$ cat config.mk
export PLATFORM = sky130hd
export DESIGN_NAME = instr_ram_wb_bridge
export DESIGN_NICKNAME = d
export VERILOG_FILES = /design/src/rtl/instr_ram_pkg.sv /design/src/rtl/instr_ram_arb.sv /design/src/rtl/instr_ram_wb_bridge.sv
export SDC_FILE = /design/constraint.sdc
export NUM_CORES = 1
export LEC_CHECK = 0
export ABC_CLOCK_PERIOD_IN_PS = 3000
export CORE_MARGIN = 2
export CORE_UTILIZATION = 30
export CTS_CLUSTER_DIAMETER = 50
export CTS_CLUSTER_SIZE = 8
export DETAILED_ROUTE_END_ITERATION = 12
export PLACE_DENSITY_LB_ADDON = 0.12
export SLEW_MARGIN = 20
export SYNTH_ARGS = -nofsm -noshare
export SYNTH_HDL_FRONTEND = slang
export SYNTH_SLANG_ARGS = --single-unit
$ cat constraint.sdc
create_clock -name wb_clk_i -period 3 [get_ports wb_clk_i]
set_input_delay 0.6 -clock wb_clk_i [delete_from_list [all_inputs] [get_ports wb_clk_i]]
set_output_delay 0.6 -clock wb_clk_i [all_outputs]
set_load 0.005 [all_outputs]
$ cat src/rtl/instr_ram_pkg.sv
// instr_ram_pkg
// Shared definitions for the instruction-RAM Wishbone bridge: the Wishbone
// slave FSM state type, bus widths and the default Wishbone base address of
// the instruction RAM window.
package instr_ram_pkg;

    localparam int          WB_DW             = 32;
    localparam int          WB_SELW           = 4;
    localparam logic [31:0] DEFAULT_BASE_ADDR = 32'h3000_0000;

    // Wishbone slave side: idle, waiting for RAM read data, acknowledging
    typedef enum logic [1:0] {
        IDLE    = 2'd0,
        RD_WAIT = 2'd1,
        ACK     = 2'd2
    } wb_state_t;

endpackage

$ cat src/rtl/instr_ram_arb.sv
// instr_ram_arb
// Two-requester arbiter for the single RAM port. The core fetch port has
// priority, but a pending Wishbone access that keeps losing is granted once it
// has lost STARVE_MAX consecutive cycles. Grants are combinational and forced
// low while reset is asserted.
// Ports:
//   i_clk, i_rst   : clock, synchronous active-high reset
//   i_wbReq        : in-window Wishbone request pending
//   i_coreReq      : core fetch request
//   o_wbGnt        : Wishbone wins the RAM this cycle
//   o_coreGnt      : core wins the RAM this cycle
module instr_ram_arb #(
    parameter int STARVE_MAX = 4
) (
    input  logic i_clk,
    input  logic i_rst,
    input  logic i_wbReq,
    input  logic i_coreReq,
    output logic o_wbGnt,
    output logic o_coreGnt
);

    localparam logic [7:0] STARVE_LIM = 8'(STARVE_MAX);

    logic [7:0] r_waitCnt;
    logic       w_wbWins;

    // Wishbone wins when alone, or once it has been starved long enough
    assign w_wbWins  = i_wbReq & (~i_coreReq | (r_waitCnt >= STARVE_LIM));
    assign o_wbGnt   = ~i_rst & w_wbWins;
    assign o_coreGnt = ~i_rst & i_coreReq & ~w_wbWins;

    // Count consecutive Wishbone losses; any win or idle cycle starts over.
    // Saturates so a long-stalled request cannot wrap back to zero.
    always_ff @(posedge i_clk) begin
        if (i_rst) begin
            r_waitCnt <= '0;
        end else if (!i_wbReq || w_wbWins) begin
            r_waitCnt <= '0;
        end else if (r_waitCnt < STARVE_LIM) begin
            r_waitCnt <= r_waitCnt + 8'd1;
        end
    end

endmodule

$ cat src/rtl/instr_ram_wb_bridge.sv
// instr_ram_wb_bridge
// Shares one single-port instruction SRAM macro between the Caravel Wishbone
// slave port and the rvj1 core fetch port. Wishbone accesses are byte-masked
// and classic (one outstanding access); core fetches are pipelined, one per
// cycle, with up to RAM_LATENCY in flight.
// Ports:
//   wb_clk_i, wb_rst_i          : clock, synchronous active-high reset
//   wbs_*                       : Wishbone classic slave
//   core_req_i/core_addr_i      : fetch request and word address
//   core_gnt_o                  : fetch accepted this cycle (combinational)
//   core_rvalid_o/core_rdata_o  : fetch data, RAM_LATENCY cycles after grant
//   ram_*                       : SRAM macro controls (csb/web active-low)
//   err_o                       : sticky out-of-window access flag
module instr_ram_wb_bridge
    import instr_ram_pkg::*;
#(
    parameter int          RAM_AW      = 10,
    parameter logic [31:0] BASE_ADDR   = DEFAULT_BASE_ADDR,
    parameter int          RAM_LATENCY = 1,
    parameter int          STARVE_MAX  = 4
) (
    input  logic               wb_clk_i,
    input  logic               wb_rst_i,
    input  logic               wbs_cyc_i,
    input  logic               wbs_stb_i,
    input  logic               wbs_we_i,
    input  logic [WB_SELW-1:0] wbs_sel_i,
    input  logic [31:0]        wbs_adr_i,
    input  logic [WB_DW-1:0]   wbs_dat_i,
    output logic               wbs_ack_o,
    output logic [WB_DW-1:0]   wbs_dat_o,
    input  logic               core_req_i,
    input  logic [RAM_AW-1:0]  core_addr_i,
    output logic               core_gnt_o,
    output logic               core_rvalid_o,
    output logic [WB_DW-1:0]   core_rdata_o,
    output logic               ram_csb_o,
    output logic               ram_web_o,
    output logic [WB_SELW-1:0] ram_wmask_o,
    output logic [RAM_AW-1:0]  ram_addr_o,
    output logic [WB_DW-1:0]   ram_din_o,
    input  logic [WB_DW-1:0]   ram_dout_i,
    output logic               err_o
);

    // 33-bit window bounds so a window ending at 4 GiB does not wrap
    localparam logic [32:0] WIN_LO       = {1'b0, BASE_ADDR};
    localparam logic [32:0] WIN_HI       = WIN_LO + (33'd4 << RAM_AW);
    localparam logic [1:0]  RD_WAIT_INIT = 2'(RAM_LATENCY - 1);

    wb_state_t               r_state;
    logic [1:0]              r_rdCnt;
    logic                    r_ack;
    logic [WB_DW-1:0]        r_dat;
    logic                    r_err;
    logic [RAM_LATENCY-1:0]  r_coreValid;

    logic                    w_wbReq;
    logic                    w_inWindow;
    logic                    w_wbGnt;
    logic                    w_coreGnt;
    logic [RAM_AW-1:0]       w_wbWordAddr;

    assign w_wbReq      = wbs_cyc_i & wbs_stb_i & (r_state == IDLE);
    assign w_inWindow   = ({1'b0, wbs_adr_i} >= WIN_LO) && ({1'b0, wbs_adr_i} < WIN_HI);
    assign w_wbWordAddr = wbs_adr_i[RAM_AW+1:2];

    instr_ram_arb #(
        .STARVE_MAX (STARVE_MAX)
    ) u_arb (
        .i_clk     (wb_clk_i),
        .i_rst     (wb_rst_i),
        .i_wbReq   (w_wbReq & w_inWindow),
        .i_coreReq (core_req_i),
        .o_wbGnt   (w_wbGnt),
        .o_coreGnt (w_coreGnt)
    );

    // The arbitration winner drives the macro directly in its grant cycle;
    // with no winner the macro sees a fully idle, zeroed interface.
    always_comb begin
        ram_csb_o   = 1'b1;
        ram_web_o   = 1'b1;
        ram_wmask_o = '0;
        ram_addr_o  = '0;
        ram_din_o   = '0;
        if (w_wbGnt) begin
            ram_csb_o  = 1'b0;
            ram_web_o  = ~wbs_we_i;
            ram_addr_o = w_wbWordAddr;
            if (wbs_we_i) begin
                ram_wmask_o = wbs_sel_i;
                ram_din_o   = wbs_dat_i;
            end
        end else if (w_coreGnt) begin
            ram_csb_o  = 1'b0;
            ram_addr_o = core_addr_i;
        end
    end

    // Wishbone slave FSM. Out-of-window accesses never touch the RAM and are
    // acknowledged with zero data. Reads wait RAM_LATENCY cycles, then
    // register the macro output. A master that drops cyc during the read
    // wait abandons the access: the RAM still completes it but no ack is sent.
    always_ff @(posedge wb_clk_i) begin
        if (wb_rst_i) begin
            r_state <= IDLE;
            r_rdCnt <= '0;
            r_ack   <= 1'b0;
            r_dat   <= '0;
            r_err   <= 1'b0;
        end else begin
            case (r_state)
                IDLE: begin
                    if (w_wbReq) begin
                        if (!w_inWindow) begin
                            r_state <= ACK;
                            r_ack   <= 1'b1;
                            r_dat   <= '0;
                            r_err   <= 1'b1;
                        end else if (w_wbGnt) begin
                            if (wbs_we_i) begin
                                r_state <= ACK;
                                r_ack   <= 1'b1;
                                r_dat   <= '0;
                            end else begin
                                r_state <= RD_WAIT;
                                r_rdCnt <= RD_WAIT_INIT;
                            end
                        end
                    end
                end
                RD_WAIT: begin
                    if (!wbs_cyc_i) begin
                        r_state <= IDLE;
                    end else if (r_rdCnt == 2'd0) begin
                        r_state <= ACK;
                        r_ack   <= 1'b1;
                        r_dat   <= ram_dout_i;
                    end else begin
                        r_rdCnt <= r_rdCnt - 2'd1;
                    end
                end
                ACK: begin
                    r_state <= IDLE;
                    r_ack   <= 1'b0;
                    r_dat   <= '0;
                end
                default: begin
                    r_state <= IDLE;
                    r_ack   <= 1'b0;
                end
            endcase
        end
    end

    // One bit per pipeline stage of the macro; bit RAM_LATENCY-1 lines up
    // with the cycle the macro presents data for that fetch.
    always_ff @(posedge wb_clk_i) begin
        if (wb_rst_i) begin
            r_coreValid <= '0;
        end else begin
            r_coreValid[0] <= w_coreGnt;
            for (int i = 1; i < RAM_LATENCY; i++) begin
                r_coreValid[i] <= r_coreValid[i-1];
            end
        end
    end

    assign wbs_ack_o     = r_ack;
    assign wbs_dat_o     = r_dat;
    assign err_o         = r_err;
    assign core_gnt_o    = w_coreGnt;
    assign core_rvalid_o = r_coreValid[RAM_LATENCY-1];
    assign core_rdata_o  = core_rvalid_o ? ram_dout_i : '0;

endmodule

==> results.json <==
{
  "outcome": "complete, but fails checks",
  "violations": "setup timing",
  "slew_viol_final": 0,
  "r2r-end": "wbs_dat_o[21]",
  "endpoint": "ram_addr_o[7]",
  "crit_type": "in2out",
  "antenna_cells": 0,
  "grt_start_max_net_pins": 38,
  "cts_buffers": 5,
  "place_inst": 599,
  "fmax_mhz": 326,
  "skew_ns": 0.00443,
  "dieArea_sq_um": 8600,
  "top_usage_layer": "met2",
  "rsz0062_at_grt": "true",
  "yosysUniqueCellTypes": 40,
  "synth.avg_cell_area_sq_um": 9.02,
  "final_cell_count_no_fill": 623,
  "met1_usage_pct": 22.9,
  "wire_per_inst_um": 14.7,
  "end_kind": "output port",
  "fin_area_sq_um": 5020,
  "grt_usage_pct": 19.8,
  "ys.flop_type": "dfxtp_1",
  "drive_gt1_share_pct": 18.2,
  "dp_hpwl_um": 6690,
  "min_period_over_period_pct": 102,
  "syn_inst": 262,
  "gp_congestion": 0.842,
  "cts_tree": "yes",
  "seqCellArea_sq_um": 941,
  "synthArstFlopShare_pct": 0,
  "routed_wl_um": 9160,
  "cp_data_arrival_time_ns": 2.47,
  "maxCapViolCount": 0,
  "dieHeight_um": 92.7,
  "cts_root_buffer": "clkbuf_8",
  "pre_cts_ws_ns": -0.623,
  "final_nets": 640,
  "fin_setup_tns_ns": -0.160,
  "start_kind": "primary input",
  "met3_usage_pct": 6.83,
  "rows": 32,
  "first_pass_iters": 4,
  "crit_start": "wbs_adr_i[14]",
  "ys_warn_count": 0,
  "grtUsageMet2_pct": 35.3,
  "setup_viol": 4,
  "drc": 0,
  "p_per_area_nw_per_um2": 258,
  "start_util_pct": 30.7,
  "portBuffers": 229,
  "htree_levels": 2,
  "ir_worst_vdd_v": 0.000176,
  "min-delay-start": "u_arb.r_waitCnt[0]",
  "overflow": 0,
  "dpl-instance-area_sq_um": 4890,
  "first_global_vias": 2820,
  "antenna_found_initial": 0,
  "multi_input_area_sq_um": 1400,
  "cp_data_required_time_ns": 2.40,
  "fill_cells": 666,
  "tightest_slew_ns": 0.711,
  "synth_seq_cells": 47,
  "postCtsHoldBufs": 0,
  "max-slew-margin-rel_pct": 52.6,
  "viasPerCell": 4.62,
  "clkLatencyLatePin_ns": 0.30,
  "grt_first_pass_wirelength_um": 13800,
  "vias": 2880,
  "clk_pin_slew_ns": 0.08,
  "cp_max_fo": 3,
  "core_area_sq_um": 7690,
  "synth-seq-area-share_pct": 39.8,
  "reg2reg_from": "u_arb.r_waitCnt[2]",
  "syn_to_final_growth_pct": 112,
  "netlist_area_sq_um": 2360,
  "drtAntennaViolNets": 0,
  "rr_worst_depth": 5,
  "io_pins": 232,
  "synth_edf_count": 0,
  "fin_ws_ns": -0.0686,
  "drtIter0Drc": 55,
  "fp.dieW_um": 92.7,
  "p_leak_nw": 2.14,
  "hold_violations": 0,
  "r2r_slack_ns": 0.89,
  "cts.sinks": 47,
  "hold_path_class": "reg2reg",
  "clk_path_buf_depth": 2,
  "period_needed_ns": 3.07
}
[cell families after synthesis]
kind of cell	count (synthesis)	synth area share, %
flip-flops	47	39.8
AO/OA/AOI/OAI	56	20.4
buffers and inverters	25	4.34
adder cells (fa/ha/maj)	3	1.59
other	1	0.159
AND/OR/NAND/NOR	128	32.8
multiplexers	2	0.847
[through the flow]
step	power (W)	hold slack (ns)	utilization (%)
after detailed placement	0.000939	0.441	63.6
after floorplan	0.000714	0.417	-
after global placement	0.000937	0.426	63.6
final	0.00130	0.452	65.3
after CTS	0.00131	0.457	65.0
after global routing	0.00136	0.477	65.3
[power by group]
group	internal [W]	leakage, nW	total (W)	switching [W]
combinational	0.000196	1.71	0.000283	0.0000870
clock	0.000181	0.0470	0.000380	0.000199
sequential	0.000630	0.381	0.000634	0.00000368
total	0.00101	2.14	0.00130	0.000290
[worst max-delay path, cell delays in order]
cell and delay (ns):
buf_6 0.09, or4_4 0.53, or2_4 0.28, buf_6 0.13
nor3b_4 0.24, buf_6 0.14, buf_6 0.09, buf_6 0.09
buf_6 0.08, a32o_1 0.10, buf_2 0.11
[Yosys cell counts, drive strengths merged, types with 2 or more instances]
library cell | count | area share (%)
or4 | 2 | 0.79
nor2 | 18 | 2.9
or3 | 2 | 0.53
a31oi | 2 | 0.53
nor4b | 3 | 1.1
o22ai | 2 | 0.53
a22o | 32 | 12
clkbuf | 14 | 2.4
a32o | 10 | 4.2
dfxtp | 47 | 40
a21oi | 2 | 0.42
ha | 3 | 1.6
nand2 | 8 | 1.3
nor2b | 11 | 2.9
buf | 4 | 0.85
nor4 | 4 | 1.7
and2 | 71 | 19
inv | 7 | 1.1
mux2i | 2 | 0.85
[cell usage in the layout (no fill, tap or decap), types with 2 or more instances in the layout]
master	netlist	routed
clkdlybuf4s50_1	0	162
and2_1	71	71
dfxtp_1	47	47
a22o_1	32	32
dlygate4sd2_1	0	24
buf_4	0	23
clkbuf_2	3	22
nor2_1	18	17
buf_6	0	13
buf_2	4	13
nor2b_1	11	11
a32o_1	10	10
inv_1	7	7
nand2_1	8	7
clkbuf_8	0	6
clkdlybuf4s15_1	0	5
conb_1	1	5
nor4_2	0	3
ha_1	3	3
a21oi_1	2	2
mux2i_1	2	2
or3_1	2	2
o22ai_1	2	2
a31oi_1	2	2
[cell type report]
type                    instances  area share (%)
clock buffers                   6            1.65
clock inverters                 1          0.0997
inverters                       7           0.523
multi-input cells             195            28.0
flip-flops and latches         47            18.7
well taps                     102            2.54
repair buffers                265            48.5
[routing by layer]
layer | wire [um] | part of all wire [%]
met1 | 3710 | 40
met2 | 4530 | 49
met3 | 829 | 9.1
met4 | 94 | 1.0
met5 | 0 | 0
[worst min path at each step]
stage,endpoint,slack [ns],cells past startpoint
after floorplan,u_arb.r_waitCnt[0],0.42,1
after global placement,u_arb.r_waitCnt[0],0.43,1
after detailed placement,u_arb.r_waitCnt[0],0.44,1
after CTS,u_arb.r_waitCnt[0],0.46,1
after global routing,u_arb.r_waitCnt[0],0.48,1
final,u_arb.r_waitCnt[0],0.45,1
[flip-flops by register name, summed over array words and instances (netlist names)]
| signal | flops |
|---|---|
| r_state | 2 |
| u_arb.r_waitCnt | 8 |
| err_o | 1 |
| wbs_dat_o | 32 |
| r_rdCnt | 2 |
| core_rvalid_o | 1 |
| wbs_ack_o | 1 |
[repair_timing]
action / in CTS / in global routing
pin swaps: 7 / 12
gates cloned: 1 / 3
setup buffers: 8 / 5
setup endpoints to repair: 49 / 48
resized for setup: 134 / 50
Note: power is estimated with default switching activity, not from simulation.
